[config.mk]
export PLATFORM = sky130hd
export DESIGN_NAME = tinyvga_gen
export DESIGN_NICKNAME = d
export VERILOG_FILES = /design/src/rtl/tinyvga_gen_pkg.sv /design/src/rtl/tinyvga_gen_axis_counter.sv /design/src/rtl/tinyvga_gen.sv
export SDC_FILE = /design/constraint.sdc
export NUM_CORES = 1
export LEC_CHECK = 0
export CAP_MARGIN = 20
export CORE_ASPECT_RATIO = 2
export CORE_MARGIN = 1.5
export CORE_UTILIZATION = 54
export CTS_BUF_LIST = sky130_fd_sc_hd__clkbuf_8
export DETAILED_ROUTE_END_ITERATION = 6
export GPL_TIMING_DRIVEN = 0
export PLACE_DENSITY = 0.82
export SETUP_SLACK_MARGIN = 0.05
export SLEW_MARGIN = 20
export SYNTH_ARGS = -nofsm -noshare
export SYNTH_HDL_FRONTEND = slang
export SYNTH_SLANG_ARGS = --single-unit
[constraint.sdc]
create_clock -name clock -period 3.74 [get_ports clock]
set_input_delay 0.748 -clock clock [delete_from_list [all_inputs] [get_ports clock]]
set_output_delay 0.748 -clock clock [all_outputs]
set_load 0.01 [all_outputs]
[src/rtl/tinyvga_gen_pkg.sv]
// Shared TinyVGA constants: 640x480@60 timing defaults, derived window
// bounds, and the bit layout of the packed PMOD word (the FPGA top level
// unpacks uo_out using the same positions).
package tinyvga_gen_pkg;

  localparam int CNT_W = 10;

  localparam int DEF_CLK_DIV  = 2;
  localparam int DEF_H_ACTIVE = 640;
  localparam int DEF_H_FP     = 16;
  localparam int DEF_H_SYNC   = 96;
  localparam int DEF_H_BP     = 48;
  localparam int DEF_V_ACTIVE = 480;
  localparam int DEF_V_FP     = 10;
  localparam int DEF_V_SYNC   = 2;
  localparam int DEF_V_BP     = 33;

  localparam int DEF_H_TOTAL      = DEF_H_ACTIVE + DEF_H_FP + DEF_H_SYNC + DEF_H_BP; // 800
  localparam int DEF_V_TOTAL      = DEF_V_ACTIVE + DEF_V_FP + DEF_V_SYNC + DEF_V_BP; // 525
  localparam int DEF_H_SYNC_FIRST = DEF_H_ACTIVE + DEF_H_FP;                         // 656
  localparam int DEF_H_SYNC_LAST  = DEF_H_SYNC_FIRST + DEF_H_SYNC - 1;              // 751
  localparam int DEF_V_SYNC_FIRST = DEF_V_ACTIVE + DEF_V_FP;                         // 490
  localparam int DEF_V_SYNC_LAST  = DEF_V_SYNC_FIRST + DEF_V_SYNC - 1;              // 491

  // uo_out = {hs, b0, g0, r0, vs, b1, g1, r1}
  localparam int UO_HS = 7;
  localparam int UO_B0 = 6;
  localparam int UO_G0 = 5;
  localparam int UO_R0 = 4;
  localparam int UO_VS = 3;
  localparam int UO_B1 = 2;
  localparam int UO_G1 = 1;
  localparam int UO_R1 = 0;

  // Syncs inactive (high), colour black
  localparam logic [7:0] UO_IDLE = 8'h88;

  typedef enum logic [1:0] {
    PH_ACTIVE,
    PH_FRONT,
    PH_SYNC,
    PH_BACK
  } phase_e;

  function automatic logic [7:0] uo_pack(input logic hs, input logic vs,
                                         input logic [1:0] r, input logic [1:0] g,
                                         input logic [1:0] b);
    logic [7:0] w;
    w        = '0;
    w[UO_HS] = hs;
    w[UO_VS] = vs;
    w[UO_R1] = r[1];
    w[UO_R0] = r[0];
    w[UO_G1] = g[1];
    w[UO_G0] = g[0];
    w[UO_B1] = b[1];
    w[UO_B0] = b[0];
    return w;
  endfunction

endpackage

[src/rtl/tinyvga_gen_axis_counter.sv]
// One raster axis: position counter with wrap strobe, plus a 4-phase
// FSM (active/front/sync/back) that tracks where the counter sits so the
// active and sync flags come straight from registered state.
module vga_axis_counter import tinyvga_gen_pkg::*; #(
  parameter int ACTIVE = DEF_H_ACTIVE,
  parameter int FP     = DEF_H_FP,
  parameter int SYNC   = DEF_H_SYNC,
  parameter int BP     = DEF_H_BP
) (
  input  logic             clock,
  input  logic             reset,
  input  logic             adv_i,
  output logic [CNT_W-1:0] pos_o,
  output logic             wrap_o,
  output logic             active_o,
  output logic             sync_n_o
);

  localparam int TOTAL = ACTIVE + FP + SYNC + BP;
  localparam logic [CNT_W-1:0] LAST     = CNT_W'(TOTAL - 1);
  localparam logic [CNT_W-1:0] FRONT_AT = CNT_W'(ACTIVE);
  localparam logic [CNT_W-1:0] SYNC_AT  = CNT_W'(ACTIVE + FP);
  localparam logic [CNT_W-1:0] BACK_AT  = CNT_W'(ACTIVE + FP + SYNC);

  logic [CNT_W-1:0] pos_q, pos_d;
  phase_e           phase_q, phase_d;

  assign wrap_o   = adv_i && (pos_q == LAST);
  assign pos_o    = pos_q;
  assign active_o = (phase_q == PH_ACTIVE);
  assign sync_n_o = (phase_q != PH_SYNC);

  // Next position: step on advance, wrapping at the axis total
  always_comb begin
    pos_d = pos_q;
    if (adv_i) pos_d = (pos_q == LAST) ? '0 : pos_q + CNT_W'(1);
  end

  // Phase moves on the same advance that loads its boundary position
  always_comb begin
    phase_d = phase_q;
    if (adv_i) begin
      unique case (phase_q)
        PH_ACTIVE: if (pos_d == FRONT_AT) phase_d = PH_FRONT;
        PH_FRONT:  if (pos_d == SYNC_AT)  phase_d = PH_SYNC;
        PH_SYNC:   if (pos_d == BACK_AT)  phase_d = PH_BACK;
        PH_BACK:   if (pos_d == '0)       phase_d = PH_ACTIVE;
        default:   phase_d = PH_ACTIVE;
      endcase
    end
  end

  // Position and phase registers
  always_ff @(posedge clock or posedge reset) begin
    if (reset) begin
      pos_q   <= '0;
      phase_q <= PH_ACTIVE;
    end else begin
      pos_q   <= pos_d;
      phase_q <= phase_d;
    end
  end

endmodule

[src/rtl/tinyvga_gen.sv]
// TinyVGA source: pixel-rate divider, horizontal/vertical axis counters,
// and the registered PMOD output word. Colour and syncs are registered on
// the same tick so both lag hpos/vpos by exactly one pixel.
module tinyvga_gen import tinyvga_gen_pkg::*; #(
  parameter int CLK_DIV  = DEF_CLK_DIV,
  parameter int H_ACTIVE = DEF_H_ACTIVE,
  parameter int H_FP     = DEF_H_FP,
  parameter int H_SYNC   = DEF_H_SYNC,
  parameter int H_BP     = DEF_H_BP,
  parameter int V_ACTIVE = DEF_V_ACTIVE,
  parameter int V_FP     = DEF_V_FP,
  parameter int V_SYNC   = DEF_V_SYNC,
  parameter int V_BP     = DEF_V_BP
) (
  input  logic             clock,
  input  logic             reset,
  input  logic             enable,
  input  logic [1:0]       pix_r,
  input  logic [1:0]       pix_g,
  input  logic [1:0]       pix_b,
  output logic [CNT_W-1:0] hpos,
  output logic [CNT_W-1:0] vpos,
  output logic             active,
  output logic             pix_tick,
  output logic             frame_start,
  output logic [7:0]       uo_out
);

  localparam int DIV_W = (CLK_DIV > 1) ? $clog2(CLK_DIV) : 1;
  localparam logic [DIV_W-1:0] DIV_LAST = DIV_W'(CLK_DIV - 1);

  logic [DIV_W-1:0] div_q, div_d;
  logic [7:0]       uo_q, uo_d;
  logic             h_wrap, h_active, h_sync_n;
  logic             v_wrap, v_active, v_sync_n;

  // Reset gating keeps the strobe low while held in reset for any CLK_DIV
  assign pix_tick    = enable && !reset && (div_q == DIV_LAST);
  assign frame_start = h_wrap && v_wrap;
  assign active      = h_active && v_active;
  assign uo_out      = uo_q;

  vga_axis_counter #(
    .ACTIVE(H_ACTIVE), .FP(H_FP), .SYNC(H_SYNC), .BP(H_BP)
  ) u_h (
    .clock    (clock),
    .reset    (reset),
    .adv_i    (pix_tick),
    .pos_o    (hpos),
    .wrap_o   (h_wrap),
    .active_o (h_active),
    .sync_n_o (h_sync_n)
  );

  vga_axis_counter #(
    .ACTIVE(V_ACTIVE), .FP(V_FP), .SYNC(V_SYNC), .BP(V_BP)
  ) u_v (
    .clock    (clock),
    .reset    (reset),
    .adv_i    (h_wrap),
    .pos_o    (vpos),
    .wrap_o   (v_wrap),
    .active_o (v_active),
    .sync_n_o (v_sync_n)
  );

  // Divider counts only while enabled, so a pause resumes mid-pixel
  always_comb begin
    div_d = div_q;
    if (enable) div_d = (div_q == DIV_LAST) ? '0 : div_q + DIV_W'(1);
  end

  // Output word: sample colour (blanked outside active) and syncs on the tick
  always_comb begin
    uo_d = uo_q;
    if (pix_tick)
      uo_d = uo_pack(h_sync_n, v_sync_n,
                     active ? pix_r : 2'b00,
                     active ? pix_g : 2'b00,
                     active ? pix_b : 2'b00);
  end

  // Divider and output registers
  always_ff @(posedge clock or posedge reset) begin
    if (reset) begin
      div_q <= '0;
      uo_q  <= UO_IDLE;
    end else begin
      div_q <= div_d;
      uo_q  <= uo_d;
    end
  end

endmodule

==> out/qor.yml <==
drt:
  drt_iter0_drc: 47
  wl_um: 5580
  dr.pass1.iters: 4
  wire_per_inst_um: 16.4
  num_vias: 2052
  viasPerCell: 6.04
  ant_nets: 0
  drc_errors: 0
yosys:
  yosysSeqAreaShare_pct: 37.7
  synthMuxAreaShare_pct: 4.39
  synth_compound_area_share_pct: 13.7
  async_flop_share_pct: 100
  synth_edf_count: 0
  synth_area_um2: 2200
  synth_top_family_by_area: "simple AND/OR/NAND/NOR gates"
  synth_flop_cell: "dfrtp_1"
  synth_top_area_share_pct: 35.3
  syn_inst: 240
  yosys.area_share.simple_pct: 27.1
  syn-num-nets: 261
  yosysWarnings: 0
  ys_types: 56
  synth_common_cells: "31 x dfrtp_1, 25 x nand2_1, 15 x inv_1, 15 x nand3_1, 13 x nor2_1"
  ys_ff_latch: 33
  yosysMostFrequentCell: "dfrtp_1"
  synth-xor-area-share_pct: 4.79
  netlist_top_cells_area: "dfrtp_1 35%, ha_1 6.8%, nand2_1 4.3%"
  synth_area_per_cell_um2: 9.15
  synth-adder-area-share_pct: 6.84
  yosysTopAreaCell: "dfrtp_1"
finish:
  fill_cells: 335
  nNetsFinal: 309
  area_growth_pct: 27.6
  drive_gt1_share_pct: 11.1
  postLayoutCellArea_um2: 2800
  diodes: 0
placement:
  pre_cts_ws_ps: -365
  place.gp.congestion: 0.972
  port_buffers: 39
  place_area_um2: 2650
  dpl.hpwl_um: 4170
critical_path:
  arrival_ps: 3710
  critPathLaunchType: "primary input"
  path_buf_inv: 2
  crit_family: "simple AND/OR/NAND/NOR gates"
  crit_path_max_fanout: 5
  r2r-end: "u_v.phase_q[1]$_DFFE_PP0P_"
  required_ps: 3910
  path_class: "in -> reg"
  cp_slowest_cell: "or4_1"
  crit_path_start: "enable"
  endpoint_kind: "flip-flop"
  path_cells: "clkdlybuf4s50_1, nand3b_1, inv_2, nand2_2, or3_4, o31ai_1, o22ai_1, or4_1, a221oi_4, mux2_1"
  cp_slowest_stage_delay_ps: 590
  r2r_slack_ps: 250
  timing.rr.start: "u_v.pos_o[0]$_DFF_PP0_"
  r2r_cells: 11
die:
  dieArea_um2: 4480
  coreArea_um2: 3880
  fp-row-count: 32
  start_util_pct: 56.5
  io_pins: 40
  die_h_um: 93.2
  die_w_um: 48.1
power_and_ir_drop:
  powerDensity_nw_per_um2: 378
  p_comb_share_pct: 27.0
  seq_power_share_pct: 40.3
  p_leak_uw: 0.00122
  p_int_uw: 742
  clock_power_share_pct: 32.7
  switching_power_uw: 317
  p_sw_share_pct: 29.9
  irDropWorstVdd_mv: 0.342
clock_tree:
  root_buffer: "clkbuf_8"
  h-tree-depth: 2
  insertion_delay_ps: 280
  cts_buffers: 5
  clkTransAtPathRegs_ps: 70
  cts_hold_buf: 0
  clockBufferDepth: 2
  cts_sinks: 33
  cts_tree: "done"
sta:
  setup_viol: 0
  final.setup.worst_slack_ps: 203
  tightestPinTransition_ps: 716
  rsz0062_at_grt: "false"
  fin_crit_sh_pct: 94.6
  fmax_mhz: 283
  fin_worst_skew_ps: 4.92
  fin_crit_ps: 3540
  relSlewSlack_pct: 52.2
  hold_violations: 0
  slew_violations: 0
job:
  drv_cap: 0
worst_hold_path:
  min_from: "uo_out[6]$_DFFE_PP0N_"
  min_path_cells: 2
  hold_path.class: "reg -> reg"
  min_to: "uo_out[6]$_DFFE_PP0N_"
status:
  status: "complete, no violations"
global_routing:
  antenna_found_initial: 0
  grt_pass1_vias: 2027
  overflow: 0
  grt_pass1_wl_um: 9080
  grt_max_degree: 34
  grt_util_all_layers_pct: 28.0
-- timing repair --
action / in CTS / in global routing
gates resized for setup: 1 / 3
setup buffers: 0 / 2
setup endpoints to repair: 1 / 2
-- sequential cells by signal (all words and copies together), names as in the netlist --
name and flops:
uo_out 8, u_h.phase_q 2, div_q 1, u_h.pos_o 10
u_v.phase_q 2, u_v.pos_o 10
-- worst max-delay path by stage --
stage / cells past startpoint / end / slack, ps
after floorplan: 9 / u_v.phase_q[1]$_DFFE_PP0P_ / 470
after global placement: 10 / u_v.phase_q[1]$_DFFE_PP0P_ / -330
after detailed placement: 10 / u_v.phase_q[1]$_DFFE_PP0P_ / -370
after CTS: 10 / u_v.phase_q[1]$_DFFE_PP0P_ / 60
after global routing: 9 / u_v.phase_q[1]$_DFFE_PP0P_ / 30
final: 10 / u_v.phase_q[1]$_DFFE_PP0P_ / 200
-- power groups by stage --
stage          Clock [µW]  Combinational, µW  Sequential [µW]
2_1_floorplan           0                147              446
3_3_place_gp            0                272              432
3_5_place_dp            0                277              434
4_1_cts               356                279              427
5_1_grt               364                316              433
6_report              346                286              426
-- worst reg2reg max path: stages (launching register included) --
cell      delay (ps)
dfrtp_1          510
inv_1            130
ha_1             250
nor4b_2          180
and3_4           180
buf_6            140
or3_4            370
o31ai_1          230
o22ai_1          100
or4_1            590
a221oi_4         340
mux2_1           350
-- final cells by class --
class	count	area (µm²)	share of cell area, %
buffer	11	60.1	2.14
clock buffer	6	82.6	2.95
clock inverter	2	33.8	1.21
inverter	16	60.1	2.14
multi-input combinational	180	1270	45.3
sequential	33	828	29.6
tap	51	63.8	2.28
timing repair buffer	41	405	14.5
-- cells in the final DEF, fill, tap and decap left out, types with 3 or more instances in the layout --
cell / instances
a21oi_1: 4
and3_1: 3
and4_1: 4
buf_2: 3
clkbuf_1: 6
clkbuf_8: 6
clkdlybuf4s50_1: 39
dfrtp_1: 31
ha_1: 12
inv_1: 15
mux2_1: 3
mux2i_1: 4
nand2_1: 24
nand3_1: 15
nand4_1: 7
nand4b_1: 4
nor2_1: 12
nor2b_1: 5
nor3_1: 6
nor4_1: 3
o211ai_1: 5
o21ai_0: 9
o22ai_1: 5
o31ai_1: 4
or3_1: 5
xnor2_1: 4
xor2_1: 8
-- metal layers --
metal | wire length (µm) | global-route usage (%)
met1 | 2020 | 29.7
met2 | 3210 | 49.4
met3 | 160 | 4.44
met4 | 191 | 13.1
met5 | 0 | 0
-- logic make-up (layout without fill, tap and decap cells) --
family | Yosys count | after routing
flops | 33 | 33
simple gates | 105 | 105
compound gates | 42 | 42
xor+xnor | 12 | 12
buf+inv | 27 | 76
fa+ha+maj | 12 | 12
mux | 9 | 9
-- through the flow --
stage / setup TNS [ps] / hold WS, ps / utilization, % / instances / total power, µW
after global placement: -477 / 450 / 68.2 / 330 / 703
after global routing: 0 / 516 / 72.2 / 340 / 1110
after CTS: 0 / 478 / 71.3 / 338 / 1060
final: 0 / 477 / 72.2 / 340 / 1060
after detailed placement: -550 / 463 / 68.2 / 330 / 711
after floorplan: 0 / 464 / - / 240 / 593
Note: power is estimated with default switching activity, not from simulation.
==> edit 1: new RTL, config.mk and constraints unchanged <==
Change the package constant `CNT_W` from 10 to 12.
--- a/src/rtl/tinyvga_gen_pkg.sv
+++ b/src/rtl/tinyvga_gen_pkg.sv
@@ -4,5 +4,5 @@
 package tinyvga_gen_pkg;
 
-  localparam int CNT_W = 10;
+  localparam int CNT_W = 12;
 
   localparam int DEF_CLK_DIV  = 2;
Interface: changed (resized hpos and vpos); port bits go from 40 to 44. The function was not compared with the original's and may differ.
==> edit 1 against the original RTL <==
Wire length grew 12%; fmax shrank 1.4%; synthesized cell count grew 7.1%; die area grew 6.6%; sequential cell count grew 4; design area grew 7.2%; power shrank 8.8%; worst setup slack lost 0.050 ns; synthesized area grew 7.0%.
==> edit 1: results (changes against the original RTL) <==
stage;metric;value;unit;change
finish;drive_gt1_share;10.5;%;was 11.1%
critical_path;slowest_delay;0.54;ns;was 0.59 ns
clock_network;cts_buffer_depth;2;;unchanged
critical_path;cp_max_fo;10;;was 5
global_routing;antenna_found_initial;0;;unchanged
clock_network;ctsRootBufferMaster;clkbuf_8;;unchanged
routing;vias_per_cell;6.20;;was 6.04
global_routing;track_usage;28.3;%;was 28.0%
critical_path;cp_data_arrival_time;2.84;ns;was 3.71 ns
synthesis;synth_commonest_cells;dfrtp_1 (35), nand2_1 (33), nand3_1 (20);;was dfrtp_1 (31), nand2_1 (25), inv_1 (15), nand3_1 (15), nor2_1 (13)
pwr;ir_worst_vdd;259;µV;was 342 µV
critical_path;crit_slowest_cell;clkdlybuf4s50_1;;was or4_1
routing;wl_per_cell;17.0;µm;was 16.4 µm
clock_network;htreeDepth;2;;unchanged
clock_network;clock_latency;0.30;ns;was 0.28 ns
routing;first_pass_iters;5;;was 4
synthesis;yosysSeqAreaShare;39.5;%;was 37.7%
placed_design;place_area;2860;µm²;was 2650 µm²
synthesis;ys.flop_type;dfrtp_1;;unchanged
placed_design;dp_hpwl;4550;µm;was 4170 µm
status;status;complete, no violations;;unchanged
sta;worst_slew_pin_slew;0.608;ns;was 0.716 ns
synthesis;synth_xor_area_share;4.85;%;was 4.79%
finish;antenna_cells;0;;unchanged
global_routing;grt_pass1_vias;2287;;was 2027
routing;first_iter_violations;64;;was 47
critical_path;path_delay_family;buffers and inverters;;was simple AND/OR/NAND/NOR gates
synthesis;synth_fa_ha_area_share;6.39;%;was 6.84%
synthesis;yosysUniqueCellTypes;57;;was 56
synthesis;synth_mux_area_share;1.86;%;was 4.39%
clock_network;numCtsBuffers;5;;unchanged
global_routing;grt_max_degree;25;;was 34
synthesis;synth_warnings;0;;unchanged
sta;finClkSkew;0.0164;ns;was 0.00492 ns
pwr;leakagePower;1.28;nW;was 1.22 nW
global_routing;grt_pass1_wl;10200;µm;was 9080 µm
synthesis;syn-num-nets;278;;was 261
finish;finalNetCount;334;;was 309
clock_network;path_clk_slew;0.07;ns;about the same
finish;num-fill-cells;320;;was 335
synthesis;ys_async_sr_fraction;100;%;unchanged
placed_design;portBuffers;43;;was 39
synthesis;synth_compound_area_share;14.4;%;was 13.7%
synthesis;synth_area_leaders;dfrtp_1 (37%), ha_1 (6.4%), nand2_1 (5.3%);;was dfrtp_1 (35%), ha_1 (6.8%), nand2_1 (4.3%)
routing;drc;0;;unchanged
min_path;hold_path.class;reg -> reg;;unchanged
finish;multiInputGateArea;1300;µm²;was 1270 µm²
placed_design;gp_congestion;0.876;;was 0.972
-- edit 1: changes by cell type after synthesis, moves of 4 or more --
cell	delta
dfrtp_1	+4
nand2_1	+8
nor2_1	+4
xor2_1	-4
and2_1	+4
xnor2_1	+5
nand3_1	+5
-- edit 1: repair_timing --
item,CTS,global route
buffers inserted,1,4
pin swaps,1,1
endpoints found under the setup margin,1,4
resized for setup,0,3
endpoints found under the hold margin,0,0
-- edit 1: cell families after synthesis --
kind of cell,count (synthesis)
DFF,37
adders and majority gates,12
xor gates and xnor gates,13
muxes,4
buffers and inverters,29
and+or+nand+nor,119
AOI/OAI and AO/OA,43
-- edit 1: final cells by class --
class	count	share of cell area, %
Multi-Input combinational cell	191	43.4
Tap cell	52	2.17
Inverter	18	2.25
Clock inverter	2	0.375
Sequential cell	37	30.9
Buffer	11	1.96
Clock buffer	6	2.75
Timing Repair Buffer	49	16.2
-- edit 1: worst register-to-register path: stages (launching register included) --
cell and delay, ns:
dfrtp_1 0.42, ha_1 0.25, nand4_1 0.31, or4_4 0.51, buf_6 0.15, nor2_1 0.19
mux2_1 0.36, nor3_1 0.19, nand4_1 0.13, a221oi_2 0.35, mux2_1 0.35
-- edit 1: through the flow --
step                TNS, ns  worst slack (ns)  cells
finish                    0             0.152    366
global route              0            0.0519    366
CTS                       0            0.0806    362
detailed placement   -0.713            -0.346    353
global placement     -0.539            -0.328    352
floorplan                 0             0.634    257
-- edit 1: worst paths after layout --
check | slack, ns | endpoint | depth (start not counted) | startpoint
min in group asynchronous | 0.77 | u_h.pos_o[6] | 2 | reset
worst max register to register | 0.42 | u_v.phase_q[1] | 10 | u_h.pos_o[0]
max in group asynchronous | 2.45 | uo_out[3] | 3 | reset
worst min-delay path | 0.47 | uo_out[6] | 2 | uo_out[6]
worst min register to register | 0.47 | uo_out[6] | 2 | uo_out[6]
worst max-delay path | 0.15 | frame_start | 7 | reset
-- edit 1: power breakdown --
group,leakage [nW],internal [W],switching (W)
Clock,0.0486,0.000147,0.000146
Sequential,0.471,0.000443,0.0000380
Combinational,0.764,0.0000915,0.0000992
-- edit 1: layer usage --
layer  track usage [%]  part of all wire (%)  vias up
li1                  -                     -     1038
met1              26.7                    35     1099
met2              54.9                    56      109
met3              2.95                   4.4       24
met4              19.7                   4.6        0
met5                 0                     0        -
==> edit 2: new RTL, same flow settings <==
Made on the original files. Add an input register stage for `enable`, `pix_r`, `pix_g` and `pix_b`, cleared by the reset; this delays them by one clock.
--- a/src/rtl/tinyvga_gen.sv
+++ b/src/rtl/tinyvga_gen.sv
@@ -30,4 +30,23 @@
   localparam logic [DIV_W-1:0] DIV_LAST = DIV_W'(CLK_DIV - 1);
 
+  logic enable_q;
+  logic [1:0] pix_r_q;
+  logic [1:0] pix_g_q;
+  logic [1:0] pix_b_q;
+
+  always_ff @(posedge clock or posedge reset) begin
+    if (reset) begin
+      enable_q <= '0;
+      pix_r_q  <= '0;
+      pix_g_q  <= '0;
+      pix_b_q  <= '0;
+    end else begin
+      enable_q <= enable;
+      pix_r_q  <= pix_r;
+      pix_g_q  <= pix_g;
+      pix_b_q  <= pix_b;
+    end
+  end
+
   logic [DIV_W-1:0] div_q, div_d;
   logic [7:0]       uo_q, uo_d;
@@ -36,5 +55,5 @@
 
   // Reset gating keeps the strobe low while held in reset for any CLK_DIV
-  assign pix_tick    = enable && !reset && (div_q == DIV_LAST);
+  assign pix_tick    = enable_q && !reset && (div_q == DIV_LAST);
   assign frame_start = h_wrap && v_wrap;
   assign active      = h_active && v_active;
@@ -68,5 +87,5 @@
   always_comb begin
     div_d = div_q;
-    if (enable) div_d = (div_q == DIV_LAST) ? '0 : div_q + DIV_W'(1);
+    if (enable_q) div_d = (div_q == DIV_LAST) ? '0 : div_q + DIV_W'(1);
   end
 
@@ -76,7 +95,7 @@
     if (pix_tick)
       uo_d = uo_pack(h_sync_n, v_sync_n,
-                     active ? pix_r : 2'b00,
-                     active ? pix_g : 2'b00,
-                     active ? pix_b : 2'b00);
+                     active ? pix_r_q : 2'b00,
+                     active ? pix_g_q : 2'b00,
+                     active ? pix_b_q : 2'b00);
   end
 
Formal check against the unedited RTL: not equivalent (a bounded check fails within 4 cycles, from zero or initial values and one cycle with reset high).
==> edit 2 against the original RTL <==
Sequential cell count grew 7; clock power fell by 19%; first-iteration DRC count grew 21%; power decreased by 2.2%; die area grew 4.0%; critical path depth is 1 lower; synthesized area increased by 4.2%; via count decreased by 5.8%; worst setup slack worse by 0.0072 ns; wire length down 6.0%; largest power group unchanged; synthesized cell count decreased by 0.42%; largest cell class unchanged; design area rose by 3.4%.
==> edit 2: results (changes against the original RTL) <==
stage;metric;value;unit;change
status;status;complete, no violations;;unchanged
global_routing;grt_max_degree;23;;was 34
synthesis;synth_commonest_cells;dfrtp_1 (38), nand2_1 (25), inv_1 (18), nor2_1 (18);;was dfrtp_1 (31), nand2_1 (25), inv_1 (15), nand3_1 (15), nor2_1 (13)
pwr;switching_share;30.0;%;was 29.9%
critical_path;r2r-start;u_h.pos_o[0];;was u_v.pos_o[0]
synthesis;syn_area_per_cell;9.58;µm²;was 9.15 µm²
pwr;leakagePower;1.27;nW;was 1.22 nW
finish;finalNetCount;308;;was 309
routing;vias;1934;;was 2052
critical_path;worst-r2r-setup-slack;0.48;ns;was 0.25 ns
synthesis;synth_mux_area_share;3.72;%;was 4.39%
synthesis;synth_compound_area_share;13.2;%;was 13.7%
global_routing;track_usage;25.2;%;was 28.0%
synthesis;yosysSeqAreaShare;43.8;%;was 37.7%
pwr;powerClk;0.000281;W;was 0.000346 W
critical_path;cp_max_fo;10;;was 5
placed_design;gp_congestion;0.895;;was 0.972
synthesis;synth_fa_ha_area_share;6.56;%;was 6.84%
clock_network;ctsRootBufferMaster;clkbuf_8;;unchanged
global_routing;grt_pass1_wl;8830;µm;was 9080 µm
synthesis;syn-num-nets;260;;was 261
synthesis;yosysUniqueCellTypes;50;;was 56
placed_design;portBuffers;39;;unchanged
placed_design;dp_slack;-0.409;ns;was -0.365 ns
global_routing;grt_pass1_vias;1959;;was 2027
critical_path;crit_start;reset;;was enable
pwr;ir_worst_vdd;416;µV;was 342 µV
sta;period_share;94.8;%;was 94.6%
sta;holdWs;0.484;ns;was 0.477 ns
finish;drive_gt1_share;11.1;%;about the same
sta;finClkSkew;0.00311;ns;was 0.00492 ns
synthesis;synth_area_leaders;dfrtp_1 (42%), ha_1 (6.6%), nand2_1 (4.1%);;was dfrtp_1 (35%), ha_1 (6.8%), nand2_1 (4.3%)
critical_path;cp_data_arrival_time;3.73;ns;was 3.71 ns
routing;vias_per_cell;5.69;;was 6.04
pwr;p_comb;0.000226;W;was 0.000286 W
routing;wl;5240;µm;was 5580 µm
routing;first_iter_violations;57;;was 47
placed_design;place_area;2770;µm²;was 2650 µm²
sta;worst_slew_pin_slew;0.601;ns;was 0.716 ns
synthesis;synth_xor_area_share;5.36;%;was 4.79%
placed_design;place_inst;331;;was 330
pwr;combPwrFrac;21.8;%;was 27.0%
min_path;hp-start;uo_out[4];;was uo_out[6]
## edit 2: changes by cell type after synthesis, moves of 4 or more
cell | before | now
o22ai_1 | 5 | 0
xnor2_1 | 4 | 8
o21a_1 | 0 | 4
a211oi_1 | 0 | 4
o31ai_1 | 4 | 0
nand3_1 | 15 | 10
nor2b_1 | 5 | 0
or3_1 | 5 | 1
nor2_1 | 13 | 18
dfrtp_1 | 31 | 38
## edit 2: layout make-up
cell class              instances  area, µm²
plain buffers                   8       37.5
clock buffers                   5       68.8
clock inverters                 3       18.8
fillers                       297       1190
inverters                      18       67.6
multi-input cells             172       1210
flip-flops and latches         40       1000
well taps                      52       65.1
repair buffers                 42        432
## edit 2: critical path: stages
cell and delay (ns):
clkdlybuf4s50_1 0.44, nand3b_1 0.30, or4_1 0.57, buf_4 0.20, o21a_1 0.21, nor4_2 0.29
o2111ai_1 0.22, a2111oi_4 0.38, mux2_1 0.35
## edit 2: what timing repair did
item	4_1_cts	5_1_grt
pin swaps	0	1
setup endpoints to repair	2	3
setup buffers	2	0
resized for setup	4	2
## edit 2: path summary, 6_finish.rpt
path / to / cells after the start
setup / recovery: u_v.phase_q[1] / 9
hold / removal: uo_out[4] / 2
setup reg to reg: u_v.phase_q[1] / 9
hold reg to reg: uo_out[4] / 2
max in group asynchronous: uo_out[7] / 3
min in group asynchronous: enable_q / 2
## edit 2: layer usage
| metal | up-vias | wire [µm] | GRT usage [%] |
|---|---|---|---|
| met5 | - | 0 | 0 |
| met4 | 0 | 157 | 11.9 |
| met3 | 15 | 165 | 4.86 |
| met2 | 56 | 3020 | 48.5 |
| met1 | 925 | 1910 | 25.3 |
| li1 | 938 | - | - |
